## src/rtl/mandelbrot_iteration_counter.sv

```systemverilog
// mandelbrot_iteration_counter: up-counting per-pixel iteration tracker with buffered valid/ready result output.
// Define MANDELBROT_ITERCOUNT_SKID_EN for a 2-entry result FIFO; default is a single result register.
module mandelbrot_iteration_counter #(
  parameter int WIDTH = 11,
  parameter int TAG_W = 20
) (
  input  logic             clk,
  input  logic             reset,
  input  logic [WIDTH-1:0] max_iter,
  input  logic             start_valid,
  output logic             start_ready,
  input  logic [TAG_W-1:0] start_tag,
  input  logic             step,
  input  logic             escaped,
  output logic             busy,
  output logic             res_valid,
  input  logic             res_ready,
  output logic [TAG_W-1:0] res_tag,
  output logic [WIDTH-1:0] res_count,
  output logic             res_inset
);
  localparam int EW = TAG_W + WIDTH + 1;
  typedef enum logic {IDLE, RUN} state_t;
  state_t state, state_nx;
  logic [WIDTH-1:0] count, count_nx, max_lat, next, push_count;
  logic [TAG_W-1:0] tag_lat, push_tag;
  logic start_hs, push, push_inset, pop;
  logic [EW-1:0] push_ent;
  assign next = count + WIDTH'(1);
  assign start_hs = start_valid && start_ready;
  assign pop = res_valid && res_ready;
  assign busy = state == RUN;
  assign push_ent = {push_tag, push_count, push_inset};
  always_comb begin
    state_nx = state;
    count_nx = count;
    push = 1'b0;
    push_tag = tag_lat;
    push_count = next;
    push_inset = 1'b0;
    if (state == IDLE && start_hs) begin
      count_nx = '0;
      if (max_iter == '0) begin
        push = 1'b1;
        push_tag = start_tag;
        push_count = '0;
        push_inset = 1'b1;
      end else state_nx = RUN;
    end else if (state == RUN && step) begin
      // escape takes priority over reaching the limit on the same step
      if (escaped || next == max_lat) begin
        push = 1'b1;
        push_inset = !escaped;
        state_nx = IDLE;
      end else count_nx = next;
    end
  end
  always_ff @(posedge clk) begin
    if (reset) begin
      state <= IDLE;
      count <= '0;
      max_lat <= '0;
      tag_lat <= '0;
    end else begin
      state <= state_nx;
      count <= count_nx;
      if (start_hs) begin
        tag_lat <= start_tag;
        max_lat <= max_iter;
      end
    end
  end
`ifdef MANDELBROT_ITERCOUNT_SKID_EN
  logic [1:0] occ, occ_nx;
  logic [EW-1:0] ent1;
  assign occ_nx = occ + 2'(push) - 2'(pop);
  assign start_ready = state == IDLE && occ != 2'd2;
  // head entry lives directly in the output registers; ent1 is the waiting one
  always_ff @(posedge clk) begin
    if (reset) begin
      occ <= '0;
      res_valid <= 1'b0;
      {res_tag, res_count, res_inset} <= '0;
      ent1 <= '0;
    end else begin
      occ <= occ_nx;
      res_valid <= occ_nx != 2'd0;
      if (pop) begin
        if (occ == 2'd2) begin
          {res_tag, res_count, res_inset} <= ent1;
          if (push) ent1 <= push_ent;
        end else if (push) {res_tag, res_count, res_inset} <= push_ent;
      end else if (push) begin
        if (occ == 2'd0) {res_tag, res_count, res_inset} <= push_ent;
        else ent1 <= push_ent;
      end
    end
  end
`else
  assign start_ready = state == IDLE && (!res_valid || res_ready);
  always_ff @(posedge clk) begin
    if (reset) begin
      res_valid <= 1'b0;
      {res_tag, res_count, res_inset} <= '0;
    end else if (push) begin
      res_valid <= 1'b1;
      {res_tag, res_count, res_inset} <= push_ent;
    end else if (pop) res_valid <= 1'b0;
  end
`endif
endmodule
```

## config.mk

```make
export PLATFORM = sky130hd
export DESIGN_NAME = mandelbrot_iteration_counter
export DESIGN_NICKNAME = d
export VERILOG_FILES = /design/src/rtl/mandelbrot_iteration_counter.sv
export SDC_FILE = /design/constraint.sdc
export NUM_CORES = 1
export LEC_CHECK = 0
export BUFFER_PORTS_ARGS = -buffer_cell sky130_fd_sc_hd__buf_2
export CORE_UTILIZATION = 37
export CTS_CLUSTER_SIZE = 40
export DETAILED_ROUTE_END_ITERATION = 10
export SYNTH_ARGS = -nofsm -noshare
export SYNTH_HDL_FRONTEND = slang
export SYNTH_SLANG_ARGS = --single-unit
```

## constraint.sdc

```tcl
create_clock -name clk -period 4.05 [get_ports clk]
set_input_delay 1.215 -clock clk [delete_from_list [all_inputs] [get_ports clk]]
set_output_delay 1.215 -clock clk [all_outputs]
set_load 0.1 [all_outputs]
```

## Yosys cells after proc, flatten, opt, wreduce, memory -nomap -nowiden

Index checks and enable logic that the tools add are counted.

| storage, ports and cells | value |
|---|---|
| RAM bits | 0 |
| bits in read-only memories | 0 |
| word-level logic and storage cells | 46 |
| memories kept | 0 |
| output and inout bits | 35 |
| latch bits | 0 |
| register bits | 76 |
| bits of input ports | 37 |

| cells by class | value |
|---|---|
| shifts and indexed selects | 0 |
| bitwise logic cells | 2 |
| $lt $le $gt $ge | 0 |
| equal/unequal tests | 2 |
| multiplexer cells | 17 |
| $mul | 0 |
| reductions and logical operators | 16 |
| add/subtract/negate cells | 1 |
| divide/modulo/power cells | 0 |

Operators with widths:

| cell | count |
|---|---|
| $mux W20 | 2 |
| $mux W11 | 2 |
| $mux W1 | 13 |
| $add A11 B1 Y11 const B | 1 |
| $eq A11 B11 Y1 | 1 |
| $logic_not A11 Y1 | 1 |
| $reduce_bool A2 Y1 | 3 |
| $logic_and A1 B1 Y1 | 5 |
| $reduce_and A3 Y1 | 1 |
| $logic_not A1 Y1 | 2 |
| $logic_or A1 B1 Y1 | 2 |
| $ne A2 B2 Y1 const B | 1 |
| $not A1 Y1 | 2 |
| $reduce_and A2 Y1 | 1 |
| $reduce_or A2 Y1 | 1 |

## Depth between registers and ports, before layout

| depth | value |
|---|---|
| word-level depth | 7 |
| depth in mapped cells | 10 |

## Worst setup path after synthesis

OpenSTA, ideal clock, no wires.

| path | value |
|---|---|
| path type | input -> register |
| start point | input res_ready |
| end point | register res_tag[15] |
| required time | 3.931 ns |
| buffers on the path | 2 |
| stages | 9 |
| setup time | 0.119 ns |
| arrival | 3.996 ns |
| setup slack | -0.065 ns |
| cell sequence | nand2b_1 > nor2b_1 > nand2_1 > or2_2 > clkbuf_1 > clkbuf_1 > nor2_1 > nor2_1 > o221a_2 |

| on the way | value |
|---|---|
| word-level cells in the longest chain between the ends | 5 |

RTL lines:

| item | RTL line | source |
|---|---|---|
| start, declared | 17 | `input logic res_ready,` |
| $logic_or A1 B1 Y1 * | 100 | `assign start_ready = state == IDLE && (!res_valid \|\| res_ready);` |
| $logic_and A1 B1 Y1 * | 100 |  |
| net start_ready | 11 | `output logic start_ready,` |
| $logic_and A1 B1 Y1 * | 30 | `assign start_hs = start_valid && start_ready;` |
| $logic_and A1 B1 Y1 * | 41 | `if (state == IDLE && start_hs) begin` |
| $mux W20 / $mux W1 (equally long branches) | 41 |  |
| end signal, assigned | 107 | `{res_tag, res_count, res_inset} <= push_ent;` |
| end, declared | 18 | `output logic [TAG_W-1:0] res_tag,` |

Mark *: on every way through the listed nets, which the timed path passes. The rest lies on a longest branch.
A chain may end at the register's enable or synchronous reset.

## Final worst setup path

| path | value |
|---|---|
| start point | input res_ready |
| end point | output start_ready |

| on the way | value |
|---|---|
| word-level cells in the longest chain between the ends | 2 |

RTL lines:

| item | RTL line |
|---|---|
| $logic_or A1 B1 Y1 | 100 |
| $logic_and A1 B1 Y1 | 100 |
| end, declared | 11 |

Every way passes these cells.

==> flow_metrics.py <==
metrics = {
    "clock_tree": {
        "clk_pin_slew_ns": 0.09,
        "postCtsSetupBuffers": 0,
        "cts_hold_buf": 0,
        "tritoncts": "done",
        "clock_sinks": 76,
        "ctsResizeCount": 0,
        "cts_root_buf": "clkbuf_8",
        "cts_made_buffers": 9,
        "ctsHtreeMaxLevel": 3,
        "insertion_delay_ns": 0.37,
        "cts_buffer_depth": 2,
    },
    "yosys": {
        "synth_xor_area_share_pct": 4.26,
        "synth_area_per_cell_um2": 8.26,
        "synth_area_um2": 3520,
        "async_flop_share_pct": 0,
        "synth-simple-area-share_pct": 26.4,
        "synthMuxAreaShare_pct": 0.853,
        "ys_warn_count": 0,
        "postSynthCellCount": 426,
        "synth.net_count": 464,
        "synth_seq_cells": 76,
        "seq_area_frac_synth_pct": 43.2,
        "synth_ff_type": "dfxtp_1",
        "synth_edf_count": 0,
        "synth-compound-area-share_pct": 20.1,
        "synth_top_family_by_area": "simple AND/OR/NAND/NOR gates",
        "yosysUniqueCellTypes": 49,
        "synth-adder-area-share_pct": 0.355,
    },
    "power_and_ir_drop": {
        "power_frac_seq_pct": 48.1,
        "irDropWorstVdd_uv": 172,
        "pwr-share-comb_pct": 15.1,
        "switching_share_pct": 30.7,
        "p_sw_w": 0.000511,
        "cellInternalPower_w": 0.00115,
        "clockPowerShare_pct": 36.8,
        "p_total_w": 0.00166,
        "p_per_area_nw_per_um2": 400,
        "power.leakage_nw": 1.72,
    },
    "setup_path": {
        "cp_slowest_cell": "buf_2",
        "cp_max_fo": 3,
        "max_stage_delay_ns": 0.45,
        "crit_family": "buffers and inverters",
        "cp_cell_sequence": "buf_2 > nand2b_1 > nor2b_2 > buf_2",
        "endpoint_kind": "output port",
        "required_ns": 2.83,
        "path_class": "in -> out",
        "crit_buf_inv": 2,
        "crit_arrival_ns": 2.04,
        "start_kind": "input port",
        "crit_top_cell": "buf_2",
    },
    "drt": {
        "ant_nets": 0,
        "drc": 0,
        "routed-via-count": 3193,
        "drtIter0Drc": 154,
        "wire_per_inst_um": 14.5,
        "post_drt_via_cell_ratio": 5.18,
        "drt_pass1_iterations": 4,
        "drt-total-wl_um": 8960,
    },
    "floorplan": {
        "die_h_um": 99.6,
        "rows": 35,
        "die_x_um": 99.6,
        "die_area_um2": 9910,
        "initial_core_util_pct": 38.1,
        "pin_count": 72,
        "core_area_um2": 9240,
    },
    "final_layout": {
        "stdcell_count": 616,
        "drive_gt1_share_pct": 25.9,
        "utilization_pct": 45.0,
        "fin_nets": 520,
        "syn_to_final_growth_pct": 18.1,
        "diodes": 0,
    },
    "timing": {
        "period_needed_ns": 3.25,
        "fmax_ghz": 0.308,
        "clock_skew_ns": 0.0133,
        "finalHoldViolations": 0,
        "tightest_slew_ns": 0.792,
        "hold_slack_ns": 0.463,
        "tns_ns": 0,
        "finalSetupViolCount": 0,
        "fin_crit_sh_pct": 80.3,
        "slew_headroom_pct": 47.1,
        "rsz0062_at_grt": "no",
        "final_max_slew_viol_count": 0,
    },
    "global_route": {
        "grt_overflow": 0,
        "grt_max_degree": 43,
        "grt_use_total_pct": 18.5,
        "antenna_found_initial": 0,
        "grt_pass1_vias": 2872,
        "grt_pass1_wl_um": 14300,
    },
    "placed_design": {
        "dpl.hpwl_um": 5970,
        "port_buffers": 71,
        "place.gp.congestion": 0.823,
        "dp_cells": 600,
    },
    "run": {
        "drv_cap": 0,
    },
    "run_status": {
        "status": "finished clean",
    },
    "min_path": {
        "hold_path_class": "reg -> reg",
    },
}
-- routing by layer --
layer  track usage [%]  part of all wire [%]
met5                 0                     0
met4              5.88                   1.2
met3              5.20                   4.6
met2              29.7                    46
met1              24.1                    49
-- synthesized netlist by cell type, types with 2 or more instances --
| master | number | area, um^2 |
|---|---|---|
| xnor3_1 | 2 | 45.0 |
| nand2b_1 | 11 | 68.8 |
| or3_1 | 2 | 12.5 |
| buf_2 | 6 | 30.0 |
| or2_0 | 4 | 25.0 |
| nor2b_1 | 4 | 25.0 |
| nand2_1 | 77 | 289 |
| buf_4 | 3 | 22.5 |
| o21a_1 | 3 | 22.5 |
| xor2_1 | 4 | 35.0 |
| o21ai_0 | 2 | 10.0 |
| and2_1 | 3 | 18.8 |
| a31o_2 | 4 | 35.0 |
| or2_2 | 2 | 12.5 |
| clkbuf_1 | 23 | 86.3 |
| nand3_1 | 17 | 85.1 |
| xnor2_1 | 8 | 70.1 |
| o221a_2 | 20 | 225 |
| nand4_1 | 5 | 31.3 |
| a211oi_1 | 3 | 22.5 |
| inv_1 | 5 | 18.8 |
| nor2_1 | 46 | 173 |
| dfxtp_1 | 76 | 1520 |
| and4_1 | 3 | 26.3 |
| mux2i_1 | 3 | 30.0 |
| a31oi_1 | 2 | 12.5 |
| a21oi_1 | 51 | 255 |
| and3_1 | 6 | 37.5 |
| nor3_1 | 8 | 40.0 |
| nor4_1 | 4 | 25.0 |
-- worst min-delay path: cells and delay by family, from the launching register on --
kind	cells	cell delay [ns]
AND/OR/NAND/NOR	1	0.05
flip-flops	1	0.32
AO/OA/AOI/OAI	1	0.05
-- registers in the layout (all words and copies together) (netlist names) --
name       flops
res_tag       20
tag_lat       20
busy           1
max_lat       11
count         11
res_valid      1
res_count     11
res_inset      1
-- path summary, 6_finish.rpt --
| check | from | end | slack (ns) | cells after the start |
|---|---|---|---|---|
| setup / recovery | res_ready | start_ready | 0.80 | 4 |
| hold / removal | tag_lat[6]$_SDFFE_PP0P_ | tag_lat[6]$_SDFFE_PP0P_ | 0.46 | 2 |
| setup reg to reg | count[4]$_SDFFE_PP0P_ | res_tag[9]$_SDFFE_PP0P_ | 0.85 | 7 |
| hold reg to reg | tag_lat[6]$_SDFFE_PP0P_ | tag_lat[6]$_SDFFE_PP0P_ | 0.46 | 2 |
-- kinds of logic after synthesis --
| kind of cell | after synthesis |
|---|---|
| AO/OA/AOI/OAI | 97 |
| AND/OR/NAND/NOR | 197 |
| buffers and inverters | 38 |
| adder cells (fa/ha/maj) | 1 |
| XOR/XNOR | 14 |
| flip-flops | 76 |
| multiplexers | 3 |
-- cell usage in the layout (no fill, tap or decap), types with 2 or more instances in the layout --
master	netlist	layout
nand3_1	17	17
a31o_2	4	4
a31oi_1	2	2
mux2i_1	3	3
xor2_1	4	4
inv_1	5	5
and4_1	3	3
xnor3_1	2	2
nor2_1	46	46
nand4_1	5	5
buf_2	6	71
a211oi_1	3	3
or3_1	2	2
nand2_1	77	77
nor3_1	8	8
dfxtp_1	76	76
and3_1	6	6
inv_6	0	2
clkbuf_8	0	10
nand2b_1	11	11
xnor2_1	8	8
o21ai_0	2	2
or2_2	2	2
a21oi_1	51	51
buf_4	3	7
or2_0	4	4
nor4_1	4	4
nor2b_1	4	3
clkinvlp_4	0	3
o21a_1	3	3
o221a_2	20	20
and2_1	3	3
-- final cells by class --
| cell class | count | area [um^2] |
|---|---|---|
| Clock buffer | 10 | 138 |
| Clock inverter | 6 | 70.1 |
| Fill cell | 937 | 5080 |
| Inverter | 5 | 18.8 |
| Multi-Input combinational cell | 312 | 1840 |
| Sequential cell | 76 | 1520 |
| Tap cell | 129 | 161 |
| Timing Repair Buffer | 78 | 408 |
-- through the flow --
step / setup slack (ns) / cell area, um^2
final: 0.799 / 4160
after floorplan: 0.560 / 3520
after global routing: 0.573 / 4160
after global placement: 0.858 / 3950
after CTS: 0.793 / 4160
after detailed placement: 0.799 / 3950
-- power groups by stage --
stage / Clock [W] / Sequential (W) / Combinational [W]
2_1_floorplan: 0 / 0.000893 / 0.000111
3_3_place_gp: 0 / 0.000816 / 0.000249
3_5_place_dp: 0 / 0.000817 / 0.000253
4_1_cts: 0.000624 / 0.000800 / 0.000253
5_1_grt: 0.000657 / 0.000804 / 0.000270
6_report: 0.000612 / 0.000800 / 0.000251
Power figures use the tool's default switching activity.
